**src/rtl/dcache_write_buffer_pkg.sv**
```systemverilog
// Shared types and widths for the data-cache write buffer.
package dcache_write_buffer_pkg;

    localparam int BLOCK_ADDR_W = 28;
    localparam int BLOCK_W      = 128;

    typedef enum logic [1:0] {
        ST_IDLE,
        ST_DRAIN,
        ST_READ,
        ST_RD_DONE
    } wb_state_e;

endpackage

```
**src/rtl/dcache_write_buffer_wb_fifo.sv**
```systemverilog
// Circular block store for evicted cache lines, with a newest-first address match
// used to forward buffered data back to the cache.
module wb_fifo
    import dcache_write_buffer_pkg::*;
#(
    parameter int DEPTH = 4
) (
    input  logic                        clk,
    input  logic                        rst,
    input  logic                        push,
    input  logic [BLOCK_ADDR_W-1:0]     push_addr,
    input  logic [BLOCK_W-1:0]          push_data,
    input  logic                        pop,
    input  logic [BLOCK_ADDR_W-1:0]     lookup_addr,
    output logic [BLOCK_ADDR_W-1:0]     head_addr,
    output logic [BLOCK_W-1:0]          head_data,
    output logic [$clog2(DEPTH):0]      count,
    output logic                        full,
    output logic                        hit,
    output logic [BLOCK_W-1:0]          hit_data
);

    localparam int PTR_W = $clog2(DEPTH);
    localparam int CNT_W = PTR_W + 1;

    logic                    valid_q [DEPTH];
    logic                    valid_d [DEPTH];
    logic [BLOCK_ADDR_W-1:0] addr_q  [DEPTH];
    logic [BLOCK_ADDR_W-1:0] addr_d  [DEPTH];
    logic [BLOCK_W-1:0]      data_q  [DEPTH];
    logic [BLOCK_W-1:0]      data_d  [DEPTH];
    logic [PTR_W-1:0]        wr_ptr_q, wr_ptr_d;
    logic [PTR_W-1:0]        rd_ptr_q, rd_ptr_d;
    logic [CNT_W-1:0]        count_q, count_d;
    logic                    push_ok, pop_ok;
    logic [PTR_W-1:0]        idx;

    assign full      = (count_q == CNT_W'(DEPTH));
    assign push_ok   = push & ~full;
    assign pop_ok    = pop & (count_q != '0);
    assign count     = count_q;
    assign head_addr = addr_q[rd_ptr_q];
    assign head_data = data_q[rd_ptr_q];

    always_comb begin
        valid_d  = valid_q;
        addr_d   = addr_q;
        data_d   = data_q;
        wr_ptr_d = wr_ptr_q;
        rd_ptr_d = rd_ptr_q;
        if (push_ok) begin
            valid_d[wr_ptr_q] = 1'b1;
            addr_d[wr_ptr_q]  = push_addr;
            data_d[wr_ptr_q]  = push_data;
            wr_ptr_d          = wr_ptr_q + 1'b1;
        end
        if (pop_ok) begin
            valid_d[rd_ptr_q] = 1'b0;
            rd_ptr_d          = rd_ptr_q + 1'b1;
        end
        count_d = count_q + CNT_W'(push_ok) - CNT_W'(pop_ok);
    end

    // Walk oldest to newest so the last match (the newest block) wins.
    always_comb begin
        hit      = 1'b0;
        hit_data = '0;
        idx      = '0;
        for (int unsigned i = 0; i < DEPTH; i++) begin
            idx = rd_ptr_q + PTR_W'(i);
            if (valid_q[idx] && (addr_q[idx] == lookup_addr)) begin
                hit      = 1'b1;
                hit_data = data_q[idx];
            end
        end
    end

    always_ff @(posedge clk or posedge rst) begin
        if (rst) begin
            valid_q  <= '{default: '0};
            addr_q   <= '{default: '0};
            data_q   <= '{default: '0};
            wr_ptr_q <= '0;
            rd_ptr_q <= '0;
            count_q  <= '0;
        end else begin
            valid_q  <= valid_d;
            addr_q   <= addr_d;
            data_q   <= data_d;
            wr_ptr_q <= wr_ptr_d;
            rd_ptr_q <= rd_ptr_d;
            count_q  <= count_d;
        end
    end

endmodule

```
**src/rtl/dcache_write_buffer.sv**
```systemverilog
// Write buffer between the data cache and memory: queues evicted blocks, drains them
// in the background, forwards buffered blocks to reads, and lets read misses jump the queue.
module dcache_write_buffer
    import dcache_write_buffer_pkg::*;
#(
    parameter int DEPTH = 4
) (
    input  logic                        clock,
    input  logic                        reset,
    input  logic                        c_read,
    input  logic                        c_write,
    input  logic [BLOCK_ADDR_W-1:0]     c_address,
    input  logic [BLOCK_W-1:0]          c_writedata,
    output logic [BLOCK_W-1:0]          c_readdata,
    output logic                        c_busywait,
    output logic                        mem_read,
    output logic                        mem_write,
    output logic [BLOCK_ADDR_W-1:0]     mem_address,
    output logic [BLOCK_W-1:0]          mem_writedata,
    input  logic [BLOCK_W-1:0]          mem_readdata,
    input  logic                        mem_busywait,
    output logic [$clog2(DEPTH):0]      wb_count
);

    wb_state_e               state_q, state_d;
    logic [BLOCK_W-1:0]      rdata_q, rdata_d;
    logic                    push, pop, full, hit;
    logic [BLOCK_ADDR_W-1:0] head_addr;
    logic [BLOCK_W-1:0]      head_data, hit_data;

    // A simultaneous read and write is a protocol error; the read takes precedence.
    assign push = c_write & ~c_read;

    wb_fifo #(.DEPTH(DEPTH)) u_fifo (
        .clk        (clock),
        .rst        (reset),
        .push       (push),
        .push_addr  (c_address),
        .push_data  (c_writedata),
        .pop        (pop),
        .lookup_addr(c_address),
        .head_addr  (head_addr),
        .head_data  (head_data),
        .count      (wb_count),
        .full       (full),
        .hit        (hit),
        .hit_data   (hit_data)
    );

    always_comb begin
        if (c_read) begin
            c_busywait = ~hit & (state_q != ST_RD_DONE);
        end else begin
            c_busywait = c_write & full;
        end

        if (state_q == ST_RD_DONE) begin
            c_readdata = rdata_q;
        end else if (c_read && hit) begin
            c_readdata = hit_data;
        end else begin
            c_readdata = '0;
        end
    end

    always_comb begin
        state_d       = state_q;
        rdata_d       = rdata_q;
        pop           = 1'b0;
        mem_read      = 1'b0;
        mem_write     = 1'b0;
        mem_address   = '0;
        mem_writedata = '0;
        case (state_q)
            ST_IDLE: begin
                if (c_read && !hit) begin
                    state_d = ST_READ;
                end else if (wb_count != '0) begin
                    state_d = ST_DRAIN;
                end
            end
            ST_DRAIN: begin
                mem_write     = 1'b1;
                mem_address   = head_addr;
                mem_writedata = head_data;
                if (!mem_busywait) begin
                    pop     = 1'b1;
                    state_d = ST_IDLE;
                end
            end
            ST_READ: begin
                mem_read    = 1'b1;
                mem_address = c_address;
                if (!mem_busywait) begin
                    rdata_d = mem_readdata;
                    state_d = ST_RD_DONE;
                end
            end
            ST_RD_DONE: begin
                state_d = ST_IDLE;
            end
        endcase
    end

    always_ff @(posedge clock or posedge reset) begin
        if (reset) begin
            state_q <= ST_IDLE;
            rdata_q <= '0;
        end else begin
            state_q <= state_d;
            rdata_q <= rdata_d;
        end
    end

endmodule

```
**config.mk**
```make
export PLATFORM = sky130hd
export DESIGN_NAME = dcache_write_buffer
export DESIGN_NICKNAME = d
export VERILOG_FILES = /design/src/rtl/dcache_write_buffer_pkg.sv /design/src/rtl/dcache_write_buffer_wb_fifo.sv /design/src/rtl/dcache_write_buffer.sv
export SDC_FILE = /design/constraint.sdc
export NUM_CORES = 2
export LEC_CHECK = 0
export ABC_AREA = 1
export BUFFER_PORTS_ARGS = -buffer_cell sky130_fd_sc_hd__buf_2
export CAP_MARGIN = 40
export CORE_MARGIN = 2
export CORE_UTILIZATION = 55
export DETAILED_ROUTE_END_ITERATION = 10
export PLACE_DENSITY = 0.76
export SLEW_MARGIN = 20
export SYNTH_ARGS = -nofsm -noshare
export SYNTH_HDL_FRONTEND = slang
export SYNTH_SLANG_ARGS = --single-unit
```
**constraint.sdc**
```tcl
create_clock -name clock -period 78 [get_ports clock]
set_clock_uncertainty 0.1 [all_clocks]
set_input_delay 15.6 -clock clock [delete_from_list [all_inputs] [get_ports clock]]
set_output_delay 15.6 -clock clock [all_outputs]
set_load 0.01 [all_outputs]
```
==> impl_metrics.csv <==
group,metric,value,unit
finish,syn_to_final_growth,13.6,%
routing,wl_per_cell,18.6,um
finish,seqCellArea,19200,um2
global_routing,grt_remaining_overflow,0,
pwr,powerDensity,46.0,nW/um2
clocking,cts_hold_buf,0,
sta,relSlewSlack,16.8,%
placed_design,gp_congestion,0.944,
logic_synthesis,yosys_warnings,0,
worst_hold_path,hold_path_class,"reg -> reg",
finish,drive_above_1_share,13.9,%
global_routing,grt_max_degree,263,
finish,fin_nets,8178,
die,core-area,92900,um2
clocking,htree_levels,3,
placed_design,dp_hpwl,111,mm
die,fp-row-count,112,
setup_path,crit_fanout,68,
sta,holdWs,0.407,ns
clocking,cts_sinks,765,
die,dieWidth,310,um
sta,period_needed,35.03,ns
clocking,clkTransAtPathRegs,0.06,ns
sta,setup_viol,0,
logic_synthesis,synth_cells,7645,
finish,layout_common_cells,"nand2_1, o21ai_0, dfrtp_1, nor2_1, buf_2",
die,die_h,310,um
global_routing,grt_pass1_wl,267,mm
global_routing,first_global_vias,49170,
global_routing,track_usage,35.1,%
logic_synthesis,yosysTopAreaCell,"dfrtp_1",
pwr,peakVddDrop,59.6,uV
clocking,cts_buffers,90,
setup_path,start_kind,"primary input",
clocking,clockBufferDepth,3,
run,maxCapViolCount,0,
sta,worst_slew_pin_slew,1.25,ns
outcome,status,"finished, final reports clean",
setup_path,crit_type,"in -> out",
sta,timing.final.crit_share,44.9,%
clocking,insertion_delay,0.69,ns
routing,vias,52653,
die,initial_core_util,55.3,%
setup_path,arrival,19.33,ns
routing,initialDrtViolationCount,5534,
clocking,tritoncts,"built",
routing,drt_wl_total,172,mm
sta,final.setup.tns,0,ns
clocking,cts_resized,0,
clocking,cts_root_buf,"clkbuf_16",
logic_synthesis,synth_fp_nets,7949,
pwr,p_leak,0.0290,uW
clocking,post_cts_buffers,0,
sta,clock.fmax,28.5,MHz
placed_design,portBuffers,578,
sta,rsz0062_at_grt,"no",
routing,drc,0,
finish,final_common_cell,"nand2_1",
die,dieArea,95900,um2
logic_synthesis,syn_area_per_cell,6.72,um2
global_routing,antenna_found_initial,48,
setup_path,crit_required,62.30,ns
die,ioPinCount,579,
finish,multi_input_area,27900,um2
logic_synthesis,yosysTopAreaCellShare,37.3,%
logic_synthesis,synth_area,51400,um2
routing,drt-pass1-iter-count,9,
sta,finalMaxSlewViolations,0,
routing,final_antenna_net_count,0,
finish,nFillCells,8420,
logic_synthesis,ys_seq_area_share,37.3,%
logic_synthesis,yosys_register_bits,765,
routing,vias_per_cell,5.70,
logic_synthesis,synth.distinct_cells,33,
sta,finalHoldViolCount,0,
logic_synthesis,synth.area.top_cells,"dfrtp_1, nand2_1, o21ai_0, mux2_2, nor2_1",
setup_path,end_kind,"output port",
==> power by group <==
group          switching, uW  internal, uW
sequential               123           597
combinational            999           520
clock                    184           265
total                   1300          1380
==> Yosys cell counts <==
master / n
nand4_1: 2
dfrtp_1: 765
nor2_1: 719
a21oi_1: 34
o21ai_2: 1
inv_4: 1
ha_1: 14
and2_1: 2
o21bai_1: 109
nand3_1: 385
clkbuf_2: 1
mux2i_1: 65
fa_1: 1
clkbuf_1: 344
nor3_1: 4
buf_1: 41
mux2_2: 255
nor2_2: 3
xnor2_1: 2
xor2_1: 5
nand2_1: 2497
o21ai_1: 23
o21a_1: 239
nand3b_1: 1
o21ai_0: 1396
o211ai_1: 1
clkinv_1: 3
inv_1: 570
buf_2: 132
buf_6: 4
inv_2: 4
or2_0: 1
buf_4: 21
==> layer usage <==
metal / up-vias / global-route usage (%) / wire, um
met5: - / 0 / 143
met4: 22 / 19.9 / 8760
met3: 484 / 7.40 / 16700
met2: 2638 / 55.0 / 78200
met1: 24433 / 45.1 / 68100
li1: 25076 / - / -
==> final cells by class <==
class,count,area share [%]
Multi-Input combinational cell,5759,47.7
Clock inverter,35,0.769
Antenna cell,36,0.154
Tap cell,1254,2.69
Sequential cell,765,32.8
Timing Repair Buffer,680,7.58
Clock buffer,131,4.52
Inverter,578,3.78
==> logic make-up after synthesis <==
group | synth area share, %
simple gates | 27.4
flops | 37.3
buf+inv | 8.73
xor+xnor | 0.119
fa+ha+maj | 0.380
compound gates | 19.3
mux | 6.85
==> flip-flops by register name, summed over array words and instances, names as in the netlist <==
signal,count
u_fifo.wr_ptr_q,2
u_fifo.valid_q,4
rdata_q,128
state_q,2
u_fifo.addr_q,112
u_fifo.count,3
u_fifo.rd_ptr_q,2
u_fifo.data_q,512
==> final timing paths <==
| check | cells past startpoint | slack (ns) | endpoint | start |
|---|---|---|---|---|
| worst min-delay path | 1 | 0.41 | rdata_q[80]$_DFFE_PP0P_ | rdata_q[80]$_DFFE_PP0P_ |
| max in group asynchronous | 6 | 60.52 | u_fifo.data_q[312]$_DFFE_PP0P_ | reset |
| min in group asynchronous | 2 | 14.81 | u_fifo.addr_q[36]$_DFFE_PP0P_ | reset |
| worst max-delay path | 17 | 42.97 | c_readdata[33] | c_address[6] |
| worst max register to register | 17 | 72.42 | state_q[0]$_DFFE_PP0P_ | u_fifo.rd_ptr_q[0]$_DFFE_PP0P_ |
| worst min register to register | 1 | 0.41 | rdata_q[80]$_DFFE_PP0P_ | rdata_q[80]$_DFFE_PP0P_ |
==> critical path: stages <==
cell	delay, ns
buf_2	0.14
clkinv_1	0.26
xor2_1	0.26
nor2_1	0.07
nand2_1	0.09
inv_1	0.04
nand2_1	0.10
nor2_4	0.03
buf_4	0.27
buf_4	0.35
o21ai_4	0.18
buf_4	0.54
buf_4	0.74
o21bai_1	0.19
nand2_1	0.10
nand2_1	0.06
buf_2	0.14
==> per-stage QoR <==
stage / instances / cell area (um2) / util [%] / total power (uW) / setup WS (ns)
2_1_floorplan: 7645 / 51400 / - / 1800 / 40.83
3_3_place_gp: 8997 / 54200 / 58.3 / 2120 / 43.07
3_5_place_dp: 9022 / 54800 / 59.0 / 2190 / 43.05
4_1_cts: 9188 / 57900 / 62.3 / 2650 / 43.03
5_1_grt: 9235 / 58400 / 62.8 / 2920 / 42.69
6_report: 9238 / 58400 / 62.8 / 2690 / 42.97
No activity file was read; power rests on OpenSTA's default activity.
